==> src/rtl/fetch_issue_ctrl.sv <==
// -----------------------------------------------------------------------------
// fetch_issue_ctrl
//   Front-end fetch sequencer. Owns the fetch PC, issues one icache request at
//   a time, and buffers fetched words with their PC and branch prediction in an
//   in-order queue whose head is presented to the decoder. Fetch is redirected
//   by RoB mispredict clears (highest priority) or by decoder jumps taken from
//   the queue head. A 2-bit-counter BHT supplies predictions for B-type words.
//
// Ports
//   clk_in, rst_in (sync, active-low), rdy_in (low = freeze everything)
//   icache_req_valid/addr   : one-cycle fetch request at the fetch PC
//   icache_resp_valid/inst  : one-cycle response for the outstanding request
//   fetch_ready/inst/pc/pred_res : queue head towards the decoder
//   issue_ready             : decoder consumes the head this cycle
//   pc_change_flag/pc_change: decoder redirect
//   rob_clear/rob_clear_pc  : RoB mispredict flush
//   bht_upd_valid/pc/taken  : committed branch outcome for the BHT
// -----------------------------------------------------------------------------
module fetch_issue_ctrl #(
    parameter int          DEPTH    = 4,
    parameter int          BHT_BITS = 6,
    parameter logic [31:0] RESET_PC = 32'h0
) (
    input  logic        clk_in,
    input  logic        rst_in,
    input  logic        rdy_in,
    output logic        icache_req_valid,
    output logic [31:0] icache_req_addr,
    input  logic        icache_resp_valid,
    input  logic [31:0] icache_resp_inst,
    output logic        fetch_ready,
    output logic [31:0] inst,
    output logic [31:0] pc,
    output logic        pred_res,
    input  logic        issue_ready,
    input  logic        pc_change_flag,
    input  logic [31:0] pc_change,
    input  logic        rob_clear,
    input  logic [31:0] rob_clear_pc,
    input  logic        bht_upd_valid,
    input  logic [31:0] bht_upd_pc,
    input  logic        bht_upd_taken
);

    localparam int IDX_W = $clog2(DEPTH);
    localparam int PTR_W = IDX_W + 1;
    localparam int BHT_N = 1 << BHT_BITS;
    localparam logic [PTR_W-1:0] PTR_ONE = 1;
    localparam logic [6:0] OPC_BRANCH = 7'b1100011;

    typedef enum logic [1:0] {
        S_IDLE,  // free to issue a request
        S_WAIT,  // request outstanding, response will be enqueued
        S_DROP   // request outstanding on a stale path, response discarded
    } state_t;

    state_t           r_state;
    state_t           w_state_nxt;
    logic [31:0]      r_fetch_pc;
    logic [PTR_W-1:0] r_head;
    logic [PTR_W-1:0] r_tail;
    logic [31:0]      r_q_inst [DEPTH];
    logic [31:0]      r_q_pc   [DEPTH];
    logic             r_q_pred [DEPTH];
    logic [1:0]       r_bht    [BHT_N];
    logic [31:0]      r_last_inst;
    logic [31:0]      r_last_pc;
    logic             r_last_pred;

    logic             w_empty;
    logic             w_full;
    logic [IDX_W-1:0] w_head_idx;
    logic [IDX_W-1:0] w_tail_idx;
    logic             w_redirect;
    logic [31:0]      w_target;
    logic             w_deq;
    logic             w_enq;
    logic             w_req;
    logic             w_pred;
    logic [BHT_BITS-1:0] w_lookup_idx;
    logic [BHT_BITS-1:0] w_upd_idx;
    logic             w_unused;

    assign w_head_idx = r_head[IDX_W-1:0];
    assign w_tail_idx = r_tail[IDX_W-1:0];
    assign w_empty    = (r_head == r_tail);
    // Same slot but different lap bit means the tail has lapped the head.
    assign w_full     = (r_head[IDX_W] != r_tail[IDX_W]) && (w_head_idx == w_tail_idx);

    // A decoder redirect only counts when the head is really being issued.
    assign w_redirect = rob_clear || (pc_change_flag && issue_ready && !w_empty);
    assign w_target   = rob_clear ? rob_clear_pc : pc_change;
    assign w_deq      = issue_ready && !w_empty && !rob_clear;
    // A response that meets a redirect is wrong-path and never enters the queue.
    assign w_enq      = (r_state == S_WAIT) && icache_resp_valid && !w_redirect;
    // Only one request in flight, so the queue needs one free slot at issue.
    assign w_req      = (r_state == S_IDLE) && !w_redirect && !w_full && rdy_in && rst_in;

    assign w_lookup_idx = r_fetch_pc[BHT_BITS+1:2];
    assign w_upd_idx    = bht_upd_pc[BHT_BITS+1:2];
    // The lookup reads the registered counter, so a same-cycle update is not seen.
    assign w_pred       = (icache_resp_inst[6:0] == OPC_BRANCH) && r_bht[w_lookup_idx][1];
    assign w_unused     = ^{bht_upd_pc[31:BHT_BITS+2], bht_upd_pc[1:0]};

    // NOTE: every signal written here gets a default first; otherwise a path
    // that skips the assignment would infer a latch.
    always_comb begin
        w_state_nxt = r_state;
        case (r_state)
            S_IDLE:  if (w_req) w_state_nxt = S_WAIT;
            S_WAIT: begin
                if (icache_resp_valid) w_state_nxt = S_IDLE;
                else if (w_redirect)   w_state_nxt = S_DROP;
            end
            S_DROP:  if (icache_resp_valid) w_state_nxt = S_IDLE;
            default: w_state_nxt = S_IDLE;
        endcase
    end

    // NOTE: state registers use non-blocking assignments so every flop samples
    // the pre-edge values regardless of statement order.
    always_ff @(posedge clk_in) begin
        if (!rst_in) begin
            r_state     <= S_IDLE;
            r_fetch_pc  <= RESET_PC;
            r_head      <= '0;
            r_tail      <= '0;
            r_last_inst <= '0;
            r_last_pc   <= '0;
            r_last_pred <= 1'b0;
        end else if (rdy_in) begin
            r_state <= w_state_nxt;
            if (w_redirect) begin
                r_fetch_pc <= w_target;
                r_head     <= '0;
                r_tail     <= '0;
            end else begin
                if (w_enq) begin
                    r_fetch_pc <= r_fetch_pc + 32'd4;
                    r_tail     <= r_tail + PTR_ONE;
                end
                if (w_deq) r_head <= r_head + PTR_ONE;
            end
            // Remember the visible head so the outputs can hold once the queue drains.
            if (!w_empty) begin
                r_last_inst <= r_q_inst[w_head_idx];
                r_last_pc   <= r_q_pc[w_head_idx];
                r_last_pred <= r_q_pred[w_head_idx];
            end
        end
    end

    // NOTE: queue storage has no reset; the pointers alone decide which slots
    // are valid, so clearing the data would only add reset fan-out.
    always_ff @(posedge clk_in) begin
        if (rst_in && rdy_in && w_enq) begin
            r_q_inst[w_tail_idx] <= icache_resp_inst;
            r_q_pc[w_tail_idx]   <= r_fetch_pc;
            r_q_pred[w_tail_idx] <= w_pred;
        end
    end

    // BHT counters start weakly not-taken and saturate at 00 / 11.
    always_ff @(posedge clk_in) begin
        if (!rst_in) begin
            for (int i = 0; i < BHT_N; i++) r_bht[i] <= 2'b01;
        end else if (rdy_in && bht_upd_valid) begin
            if (bht_upd_taken && r_bht[w_upd_idx] != 2'b11)
                r_bht[w_upd_idx] <= r_bht[w_upd_idx] + 2'b01;
            else if (!bht_upd_taken && r_bht[w_upd_idx] != 2'b00)
                r_bht[w_upd_idx] <= r_bht[w_upd_idx] - 2'b01;
        end
    end

    assign icache_req_valid = w_req;
    assign icache_req_addr  = r_fetch_pc;
    assign fetch_ready      = !w_empty;
    assign inst             = w_empty ? r_last_inst : r_q_inst[w_head_idx];
    assign pc               = w_empty ? r_last_pc   : r_q_pc[w_head_idx];
    assign pred_res         = w_empty ? r_last_pred : r_q_pred[w_head_idx];

endmodule

==> config.mk <==
export PLATFORM = sky130hd
export DESIGN_NAME = fetch_issue_ctrl
export DESIGN_NICKNAME = d
export VERILOG_FILES = /design/src/rtl/fetch_issue_ctrl.sv
export SDC_FILE = /design/constraint.sdc
export NUM_CORES = 1
export LEC_CHECK = 0
export ABC_AREA = 0
export BUFFER_PORTS_ARGS = -buffer_cell sky130_fd_sc_hd__buf_2
export CAP_MARGIN = 20
export CELL_PAD_IN_SITES_DETAIL_PLACEMENT = 0
export CELL_PAD_IN_SITES_GLOBAL_PLACEMENT = 1
export CORE_ASPECT_RATIO = 1.75
export CORE_MARGIN = 2
export CORE_UTILIZATION = 49
export CTS_BUF_LIST = sky130_fd_sc_hd__clkbuf_16
export CTS_CLUSTER_DIAMETER = 200
export DETAILED_ROUTE_END_ITERATION = 10
export PLACE_DENSITY_LB_ADDON = 0.05
export SLEW_MARGIN = 20
export SYNTH_ARGS = -nofsm -noshare
export SYNTH_HDL_FRONTEND = slang
export SYNTH_SLANG_ARGS = --single-unit
export TNS_END_PERCENT = 30
==> constraint.sdc <==
create_clock -name clk_in -period 4.1 [get_ports clk_in]
set_input_delay 0.205 -clock clk_in [delete_from_list [all_inputs] [get_ports clk_in]]
set_output_delay 0.205 -clock clk_in [all_outputs]
set_load 0.005 [all_outputs]
==> summary.md, run 1 <==
| Metric | Value |
|---|---|
| # rows | `104` |
| Startpoint class of the critical path | `flop` |
| Slowest stage delay, CP | `570 ps` |
| Vias | `14.93k` |
| Final WL | `64.12 mm` |
| Commonest cells post-synth | `edfxtp_1, nand2_1, dfxtp_1` |
| Tmin final | `3301 ps` |
| Core Region | `45,800 sq um` |
| H-Tree Depth | `2` |
| Internal | `8301 uW` |
| Pwr Density | `~410 nW/um^2` |
| Gpl congestion | `0.9691` |
| Clock power frac | `37.8%` |
| DR DRC count | `0` |
| Clk sinks | `around 500` |
| CP Buf/Inv Count | `2` |
| Routed Antenna Nets | `0` |
| Crit-path slowest cell | `buf_4` |
| Hpwl dp | `43.55 mm` |
| I/O Buffers | `~210` |
| Die area | `48,060 sq um` |
| Slew @ Worst Pin | `1100 ps` |
| Clk buf depth | `3` |
| Data arrival, critical path | `3100 ps` |
| Post-synthesis sequential area ratio | `61.39%` |
| Max_cap viols | `0` |
| Setup violators final | `0` |
| Global route total overflow | `0` |
| FMAX | `302.9 MHz` |
| Routed length per instance | `25.67 microns` |
| Critical Path, Cell by Cell | `xnor2_1 > nand3_4 > a31oi_4 > buf_4 > and3_1 > buf_2` |
| Post-Syn Area | `22,660 sq um` |
| Post-Place Worst Slack | `478.5 ps` |
| Most frequent cell after synthesis | `edfxtp_1` |
| RSZ-0062 raised after global routing | `no` |
| Mapped Cells | `1,626` |
| Share of layout cells above drive strength 1 | `29.00%` |
| Initial antenna violation count | `0` |
| Ys flop type | `edfxtp_1` |
| Net Switching | `2638 uW` |
| Final Cycle Share | `a little over 80%` |
| Die Ht | `between 200 and 300 microns` |
| Die Wd | `about 170 microns` |
| FF+latch count, synth | `501` |
| Starting density of the core | `around half` |
| First-pass DRT Iterations | `5` |
| Worst Clk Skew | `14.27 ps` |
| Total chip power | `10,940 uW` |
| Worst Path Max Fanout | `55` |
| Ys Warns | `0` |
| Synth area leaders | `edfxtp_1, dfxtp_1, mux4_2` |
| Final hold vios | `0` |
| P&R area growth vs syn | `16.54%` |
| Post-Syn Nets | `1,769` |
| Reg power frac | `51.5%` |
| Vias/cell | `5.978` |
| Leak Pwr | `0.009160 uW` |
| Area share of the largest cell type after synthesis | `between 50% and 60%` |
| Switch share | `around 24%` |
| Crit path required time | `3890 ps` |
| Post-Syn Area per Cell | `roughly 14 sq um` |
| PostCTS Resize Cnt | `0` |
| Slew Limit Fails | `0` |
| CTS tree | `built` |
| Cts bufs inserted | `47` |
| Crit Path Class | `flop to output pin` |
| Tot GR Track Use | `a little over a quarter` |
| Crit path max-delay family | `simple AND/OR/NAND/NOR gates` |
| Async SR Flop Fraction | `0%` |
| Top-level I/O count | `between 200 and 250` |
| First-pass GRT wire length | `94.91 mm` |
| Status | `completed` |
| Clock Tree Root | `clkbuf_16` |
| Setup Buffers After CTS | `0` |
| Slew margin rel. | `26.70%` |
| Drt initial violations | `1,090` |
| Clk_lat worst skew | `approximately 560 ps` |
| Final Net Count | `2,019` |
| Largest net degree at the start of global routing | `75` |
| VDD IR max | `318.4 uV` |
| Post-synth EDFFs | `approximately 390` |
| Combinational group share of total power | `a little over a tenth` |
| Hold Path Class | `input pin to flop` |
| Vias in the first global route | `15.18k` |
| Synth area leader | `edfxtp_1` |
| Unique masters post-synth | `65` |
| Post-route setup TNS | `0 ps` |
| Post-cts hold buffer count | `34` |
| Kind of end point of the critical path | `output pin` |
| Final worst slack | `799.1 ps` |
| Worst-path clk slew | `60 ps` |
| Fill cell count | `3,770` |
-- stage by stage --
| step | cells | utilization (%) | hold WS, ps | instance area [sq um] |
|---|---|---|---|---|
| 3_3_place_gp | 2376 | 53.76 | 417.8 | 24630 |
| 4_1_cts | 2497 | 57.66 | 1.581 | 26410 |
| 5_1_grt | 2497 | 57.66 | 111.2 | 26410 |
| 2_1_floorplan | 1626 | - | 303.9 | 22660 |
| 6_report | 2498 | 57.67 | 28.87 | 26410 |
| 3_5_place_dp | 2376 | 53.76 | 426.2 | 24630 |
-- logic make-up after synthesis --
family | count (synthesis) | synth area share (%)
and+or+nand+nor | 460 | 10.30
adders and majority gates | 6 | 0.3312
DFF | 501 | 61.39
muxes | 280 | 18.05
AOI/OAI and AO/OA | 235 | 6.801
xor gates and xnor gates | 8 | 0.3092
buffers and inverters | 136 | 2.821
-- per-layer routing --
metal  wire length [microns]  up-vias  GRT usage, %
met5                       0        -             0
met4                    3438        0         13.17
met3                    2766      151         2.576
met2                   35060      523         50.17
met1                   22850     7528         29.82
li1                        -     6730             -
-- power groups by stage --
| stage | Combinational, uW | Clock, uW | Sequential [uW] |
|---|---|---|---|
| global placement | 1130 | 0 | 5740 |
| CTS | 1180 | 4220 | 5640 |
| detailed placement | 1150 | 0 | 5750 |
| global route | 1250 | 4400 | 5650 |
| finish | 1170 | 4130 | 5640 |
| floorplan | 732 | 0 | 5690 |
-- cell usage in the layout, fill, tap and decap left out, drive strengths merged, types with 13 or more instances in the layout --
master,count
mux4,95
inv,27
nor3,78
and3,13
buf,296
mux2,80
a21oi,25
a22oi,27
o21ai,113
clkbuf,48
a21boi,13
nor2b,94
edfxtp,388
nand2,127
clkinv,14
nand3,48
dlygate4sd3,34
dfxtp,113
mux2i,105
nor2,49
-- sequential cells by signal (all words and copies together), names as in the netlist, named ones only --
| signal | flops |
|---|---|
| r_tail | 3 |
| icache_req_addr | 32 |
| r_state | 2 |
| r_q_inst | 128 |
| r_last_inst | 32 |
| r_head | 3 |
| r_q_pc | 128 |
| r_bht | 128 |
| r_last_pred | 1 |
| r_last_pc | 32 |
| r_q_pred | 4 |
-- worst paths after layout --
check                  start                  to  slack, ps  cells past startpoint
max                r_tail[0]    icache_req_valid        800                      6
min             pc_change[0]  icache_req_addr[0]         30                      4
max reg2reg      r_bht[5][1]        r_bht[35][0]        890                      9
min reg2reg  r_last_inst[16]     r_last_inst[16]        510                      2
-- final cells by class --
| class | count | area (sq um) | area share, % |
|---|---|---|---|
| sequential | 501 | 13920 | 52.71 |
| multi-input combinational | 989 | 8158 | 30.89 |
| timing repair buffer | 330 | 2132 | 8.072 |
| clock buffer | 48 | 1201 | 4.548 |
| tap | 583 | 729.5 | 2.762 |
| clock inverter | 39 | 242.7 | 0.9190 |
| inverter | 7 | 26.28 | 0.09948 |
| antenna | 1 | 2.502 | 0.009474 |
-- worst min-delay path, stage by stage --
cell and delay [ps]:
buf_2 70, mux2i_1 50, o21ai_0 120, and2_1 110
No activity file was read; power rests on OpenSTA's default activity.
==> run 2, diff against run 1 <==
Settings changed: CORE_UTILIZATION 49 to 44.
Clock period 4.1 ns to 2.77 ns, I/O delays scaled along.
==> run 2 against run 1 <==
Compared with the run above: the run now ends with setup timing left; critical path depth rose by 6; die area rose by 11%; core utilization fell by 2.3 points; global-route usage fell by 1.1 points; setup slack got worse by 1100 ps; clock power rose by 58%; count of clock-buffer cells in the layout rose by 2; via count rose by 2.5%; combinational power rose by 91%; hold slack improved by 41 ps; critical path type is now flop to flop; largest cell class unchanged; largest power group unchanged.
==> summary.md, run 2 (synthesis gave the netlist of run 1 again) <==
| Metric | Value |
|---|---|
| Final Instance Area | `28,360 sq um (was 26,410 sq um)` |
| Die Ht | `304.2 microns (was 288.5 microns)` |
| Clock Tree Root | `clkbuf_16 (unchanged)` |
| Crit Path Class | `flop to flop (was flop to output pin)` |
| Worst Path Max Fanout | `8 (was 55)` |
| Startpoint class of the critical path | `flop (unchanged)` |
| CTS tree | `built (unchanged)` |
| Hold depth | `5 (was 4)` |
| FF+latch area | `13,920 sq um (unchanged)` |
| Slowest stage delay, CP | `400 ps (was 570 ps)` |
| H-Tree Depth | `2 (unchanged)` |
| Pwr Density | `601.2 nW/um^2 (was 414.2 nW/um^2)` |
| Status | `finished with violations (was completed)` |
| First-pass GRT wire length | `101.0 mm (was 94.91 mm)` |
| Slew @ Worst Pin | `881.0 ps (was 1100 ps)` |
| Gpl congestion | `0.9076 (was 0.9691)` |
| Vias/cell | `5.718 (was 5.978)` |
| Failing checks | `setup timing` |
| Starting density of the core | `44.27% (was 49.48%)` |
| Initial antenna violation count | `4 (was 0)` |
| Crit path required time | `3170 ps (was 3890 ps)` |
| Final Cycle Share | `110.2%` |
| Worst Clk Skew | `21.32 ps (was 14.27 ps)` |
| Final Util | `55.39% (was 57.67%)` |
| Vias in the first global route | `15.84k (was 15.18k)` |
| Most common cell after layout, fill and taps aside | `edfxtp_1 (unchanged)` |
| Slew Limit Fails | `0 (unchanged)` |
| Most frequent cells in the layout | `edfxtp_1, buf_2, buf_4 (was edfxtp_1, buf_2, nand2_1)` |
| Tmin final | `3052 ps` |
| Setup violators final | `256 (was 0)` |
| Drt initial violations | `943 (was 1,090)` |
| Final WL | `68.71 mm (was 64.12 mm)` |
| Final worst slack | `-282.3 ps (was 799.1 ps)` |
| Multi-input logic area | `8800 sq um (was 8158 sq um)` |
| DR DRC count | `0 (unchanged)` |
| Max_cap viols | `0 (unchanged)` |
| Largest net degree at the start of global routing | `138 (was 75)` |
| Reg2reg path depth | `12 (was 9)` |
| Leak Pwr | `0.009960 uW (was 0.009160 uW)` |
| VDD IR max | `481.4 uV (was 318.4 uV)` |
| Clk_lat worst skew | `580 ps (was 560 ps)` |
| Top-level I/O count | `236 (unchanged)` |
| Hold Path Class | `input pin to flop (unchanged)` |
| Slew margin rel. | `40.65% (was 26.70%)` |
| Post-Place Worst Slack | `-707.4 ps (was 478.5 ps)` |
| Worst-path clk slew | `70 ps (was 60 ps)` |
| Global route total overflow | `0 (unchanged)` |
| Routed length per instance | `25.66 microns (was 25.67 microns)` |
| Placed cell area | `25,430 sq um (was 24,630 sq um)` |
| Clk buf depth | `3 (unchanged)` |
| Top Registers | `r_bht (128), r_q_inst (128), r_q_pc (128) (unchanged)` |
| FF-to-FF Start | `r_bht[18][0] (was r_bht[5][1])` |
| Final hold vios | `0 (unchanged)` |
| # rows | `110 (was 104)` |
| P&R area growth vs syn | `25.13% (was 16.54%)` |
| Crit-path slowest cell | `a2111oi_4 (was buf_4)` |
| Cts bufs inserted | `48 (was 47)` |
| Final Net Count | `2,107 (was 2,019)` |
| Clk sinks | `501 (unchanged)` |
| Hpwl dp | `47.95 mm (was 43.55 mm)` |
| Die Wd | `175.6 microns (was 166.6 microns)` |
| I/O Buffers | `209 (unchanged)` |
| Kind of end point of the critical path | `flop (was output pin)` |
| Hold EP | `icache_req_addr[15] (was icache_req_addr[0])` |
| Routed Antenna Nets | `0 (unchanged)` |
| Share of layout cells above drive strength 1 | `37.72% (was 29.00%)` |
| Most used cell along the critical path | `buf_6` |
| Reg2reg end | `r_bht[35][1] (was r_bht[35][0])` |
| Core Region | `51,200 sq um (was 45,800 sq um)` |
| RSZ-0062 raised after global routing | `yes (was no)` |
| Die area | `53,410 sq um (was 48,060 sq um)` |
| Vias | `15.31k (was 14.93k)` |
| Fill cell count | `4,321 (was 3,770)` |
| FMAX | `327.6 MHz` |
| Critical Path, Cell by Cell | `mux2_4 > a221oi_4 > o21ai_2 > a2111oi_4 > nand4_2 > buf_6 > buf_6 > xnor2_2 > mux2_4 > buf_12 > buf_6 > nor3_1 (was xnor2_1 > nand3_4 > a31oi_4 > buf_4 > and3_1 > buf_2)` |
| First-pass DRT Iterations | `6 (was 5)` |
| Hold path startpoint | `rob_clear_pc[15] (was pc_change[0])` |
| Tot GR Track Use | `25.45% (was 26.55%)` |
| Data arrival, critical path | `3450 ps (was 3100 ps)` |
| Flop2flop setup slack | `-280 ps (was 890 ps)` |
[run 2: changes by cell type in the layout (fill, tap and decap cells not counted), moves of 18 or more]
cell     previous run  this run
nand2_1           127       105
o21ai_0            81        51
o21ai_1            32        50
buf_4              82       119
nand2_2             0        21
nor3_1             76        17
nor3_2              1        47
buf_12              7        28
[run 2: worst max-delay path: cells and delay by family, from the launching register on]
kind / cells / cell delay, ps
flops: 1 / 380
mux: 2 / 680
buf+inv: 4 / 590
compound gates: 3 / 810
xor+xnor: 1 / 110
simple gates: 2 / 320
[run 2: what timing repair did]
action / 4_1_cts / 5_1_grt
gates resized for setup: 95 / 103
setup buffers: 7 / 6
setup endpoints to repair: 307 / 261
hold endpoints to repair: 135 / 0
hold buffers: 39 / 0
pin swaps: 22 / 22
cloned: 5 / 2
[run 2: report_power, final]
| part | internal (uW) | switching [uW] | total (uW) |
|---|---|---|---|
| combinational | 1030 | 1200 | 2240 |
| clock | 3640 | 2860 | 6510 |
| sequential | 8190 | 113 | 8310 |
[run 2: cell type report]
type	count	area share [%]
diodes	2	0.01765
clock buffers	50	4.412
clock inverters	40	1.037
inverters	7	0.09265
multi-input cells	989	31.03
flip-flops and latches	501	49.09
well taps	672	2.965
repair buffers	417	11.36
[run 2: through the flow]
step / hold slack (ps) / setup TNS (ps) / total power [uW] / instances
6_report: 70.35 / -45020 / 17050 / 2678
5_1_grt: 124.9 / -77500 / 17620 / 2677
4_1_cts: 57.39 / -40140 / 17150 / 2671
3_5_place_dp: 360.8 / -147100 / 10340 / 2530
3_3_place_gp: 350.2 / -146580 / 10310 / 2530
2_1_floorplan: 237.4 / -63520 / 9513 / 1626
[run 2: worst max path at each step]
stage | slack (ps) | to | startpoint | cells after the start
after detailed placement | -710 | r_bht[56][1] | bht_upd_pc[4] | 13
final | -280 | r_bht[35][1] | r_bht[18][0] | 12
after floorplan | -240 | r_q_inst[0][0] | r_tail[0] | 7
after global placement | -690 | r_bht[45][1] | bht_upd_pc[4] | 14
after CTS | -230 | r_bht[30][0] | r_bht[7][1] | 10
after global routing | -390 | r_bht[40][1] | r_bht[18][0] | 12
[run 2: per-layer routing]
layer	track usage, %	up-vias	wire length (microns)
li1	-	6918	-
met1	27.78	7794	24720
met4	10.74	2	3093
met5	0	-	11
met2	48.61	461	37980
met3	3.386	137	2904
==> run 3, diff against run 2 <==
Settings changed: CORE_UTILIZATION 44 to 53.
Clock period 2.77 ns to 3.7 ns, I/O delays scaled along.
==> run 3 against run 2 <==
Compared with the run above: the flow now finishes without violations; maximum frequency fell by 5.6%; die area fell by 17%; core utilization rose by 7.1 points; via count fell by 1.9%; critical path depth fell by 3; non-clock buffer count fell by 71; routed wire length fell by 8.0%; cell count fell by 7.1%; sequential cell count did not move; global-route usage rose by 3.0 points; largest power group unchanged.
==> summary.md, run 3 (synthesis gave the netlist of run 1 again) <==
| Metric | Value |
|---|---|
| Clock Tree Root | `clkbuf_16 (unchanged)` |
| Hold depth | `4 (was 5)` |
| Kind of end point of the critical path | `flop (unchanged)` |
| Starting density of the core | `53.43% (was 44.27%)` |
| Startpoint class of the critical path | `flop (unchanged)` |
| Core Region | `42,420 sq um (was 51,200 sq um)` |
| Post-Place Worst Slack | `221.5 ps (was -707.4 ps)` |
| Placed instance count | `2,370 (was 2,530)` |
| Global route total overflow | `0 (unchanged)` |
| First-pass GRT wire length | `94.10 mm (was 101.0 mm)` |
| Final Instance Area | `26,490 sq um (was 28,360 sq um)` |
| Slew margin rel. | `44.78% (was 40.65%)` |
| DR DRC count | `0 (unchanged)` |
| Die Ht | `277.6 microns (was 304.2 microns)` |
| First-pass DRT Iterations | `6 (unchanged)` |
| Final worst slack | `467.4 ps (was -282.3 ps)` |
| Top Registers | `r_bht (128), r_q_inst (128), r_q_pc (128) (unchanged)` |
| PostCTS Resize Cnt | `0 (was 95)` |
| FMAX | `309.3 MHz (was 327.6 MHz)` |
| VDD IR max | `330.5 uV (was 481.4 uV)` |
| Clk_lat worst skew | `570 ps (was 580 ps)` |
| Critical Path, Cell by Cell | `mux2_1 > a221o_1 > a221o_1 > a22oi_1 > nand4b_2 > buf_4 > a221oi_4 > buf_4 > nand3_1 (was mux2_4 > a221oi_4 > o21ai_2 > a2111oi_4 > nand4_2 > buf_6 > buf_6 > xnor2_2 > mux2_4 > buf_12 > buf_6 > nor3_1)` |
| Antenna diode count | `0 (was 2)` |
| Placed cell area | `24,750 sq um (was 25,430 sq um)` |
| Crit Path Class | `flop to flop (unchanged)` |
| Slowest stage delay, CP | `420 ps (was 400 ps)` |
| Status | `completed (was finished with violations)` |
| Worst-path clk slew | `70 ps (about the same)` |
| Post-cts hold buffer count | `34 (was 39)` |
| Worst Clk Skew | `20.62 ps (was 21.32 ps)` |
| Final WL | `63.23 mm (was 68.71 mm)` |
| RSZ-0062 raised after global routing | `no (was yes)` |
| Multi-input logic area | `8152 sq um (was 8800 sq um)` |
| Slew Limit Fails | `0 (unchanged)` |
| Total chip power | `12,060 uW (was 17,050 uW)` |
| Leak Pwr | `0.009224 uW (was 0.009960 uW)` |
| Most common cell after layout, fill and taps aside | `edfxtp_1 (unchanged)` |
| Fill cell count | `3,316 (was 4,321)` |
| Share of layout cells above drive strength 1 | `29.67% (was 37.72%)` |
| Max_cap viols | `0 (unchanged)` |
| Most frequent cells in the layout | `edfxtp_1, buf_2, nand2_1 (was edfxtp_1, buf_2, buf_4)` |
| # rows | `100 (was 110)` |
| Setup violators final | `0 (was 256)` |
| Crit-path slowest cell | `edfxtp_1 (was a2111oi_4)` |
| Initial antenna violation count | `2 (was 4)` |
| H-Tree Depth | `2 (unchanged)` |
| Top-level I/O count | `236 (unchanged)` |
| Routed Antenna Nets | `0 (unchanged)` |
| Final Cycle Share | `87.37% (was 110.2%)` |
| I/O Buffers | `209 (unchanged)` |
| Hold Path Class | `input pin to flop (unchanged)` |
| Data arrival, critical path | `3520 ps (was 3450 ps)` |
| Die area | `44,500 sq um (was 53,410 sq um)` |
| Slew @ Worst Pin | `828.3 ps (was 881.0 ps)` |
| Clk sinks | `501 (unchanged)` |
| Tmin final | `3233 ps (was 3052 ps)` |
| Final cell count without fillers | `2,489 (was 2,678)` |
| Final hold slack | `77.94 ps (was 70.35 ps)` |
| Vias/cell | `6.037 (was 5.718)` |
| Tot GR Track Use | `28.47% (was 25.45%)` |
| P&R area growth vs syn | `16.89% (was 25.13%)` |
| Crit path required time | `3990 ps (was 3170 ps)` |
| Drt initial violations | `887 (was 943)` |
| Setup Buffers After CTS | `0 (was 7)` |
| Largest net degree at the start of global routing | `64 (was 138)` |
| Hpwl dp | `43.56 mm (was 47.95 mm)` |
| CTS tree | `built (unchanged)` |
| Clk buf depth | `3 (unchanged)` |
| Routed length per instance | `25.40 microns (was 25.66 microns)` |
| Vias in the first global route | `15.55k (was 15.84k)` |
| Cts bufs inserted | `46 (was 48)` |
| Gpl congestion | `0.9453 (was 0.9076)` |
| Pwr Density | `455.1 nW/um^2 (was 601.2 nW/um^2)` |
| FF+latch area | `13,920 sq um (unchanged)` |
| Die Wd | `160.3 microns (was 175.6 microns)` |
| Final Net Count | `2,034 (was 2,107)` |
| Worst Path Max Fanout | `21 (was 8)` |
| Vias | `15.03k (was 15.31k)` |
| Reg2reg path depth | `9 (was 12)` |
| Final hold vios | `0 (unchanged)` |
-- run 3: cell types whose count changed in the layout (fill, tap and decap cells not counted), sizes merged, moves of 4 or more --
cell | previous run | this run
inv | 14 | 20
buf | 376 | 312
dlygate4sd3 | 39 | 34
clkbuf | 52 | 47
clkinv | 27 | 23
-- run 3: final timing paths --
kind                   from                 end  slack (ps)
max             r_bht[7][1]        r_bht[13][0]         470
min            pc_change[0]  icache_req_addr[0]          80
max reg2reg     r_bht[7][1]        r_bht[13][0]         470
min reg2reg  r_last_inst[7]      r_last_inst[7]         510
-- run 3: layout make-up --
class / instances / area share (%)
clock buffers: 47 / 4.440
clock inverters: 38 / 0.8501
flip-flops and latches: 501 / 52.55
well taps: 561 / 2.650
multi-input cells: 989 / 30.77
repair buffers: 346 / 8.643
inverters: 7 / 0.09918
-- run 3: layer usage --
metal	global-route usage, %	vias to the layer above	part of all wire (%)
li1	-	6767	-
met1	30.73	7535	35
met2	54.07	546	55
met3	3.230	174	4.5
met4	15.04	4	5.9
met5	0	-	0.046
-- run 3: report_power, final --
group,internal (uW),switching (uW)
clock,2450,2050
combinational,586,740
sequential,6130,99.1
-- run 3: per-stage QoR --
step	TNS [ps]	utilization (%)
global route	0	62.46
detailed placement	0	58.35
finish	0	62.46
global placement	0	58.35
floorplan	-2341	-
CTS	0	62.46
-- run 3: critical path, delay by kind of cell (launching register included) --
family | cells | cell delay [ps]
buffers and inverters | 2 | 570
multiplexers | 1 | 320
AO/OA/AOI/OAI | 4 | 1290
AND/OR/NAND/NOR | 2 | 350
flip-flops | 1 | 420
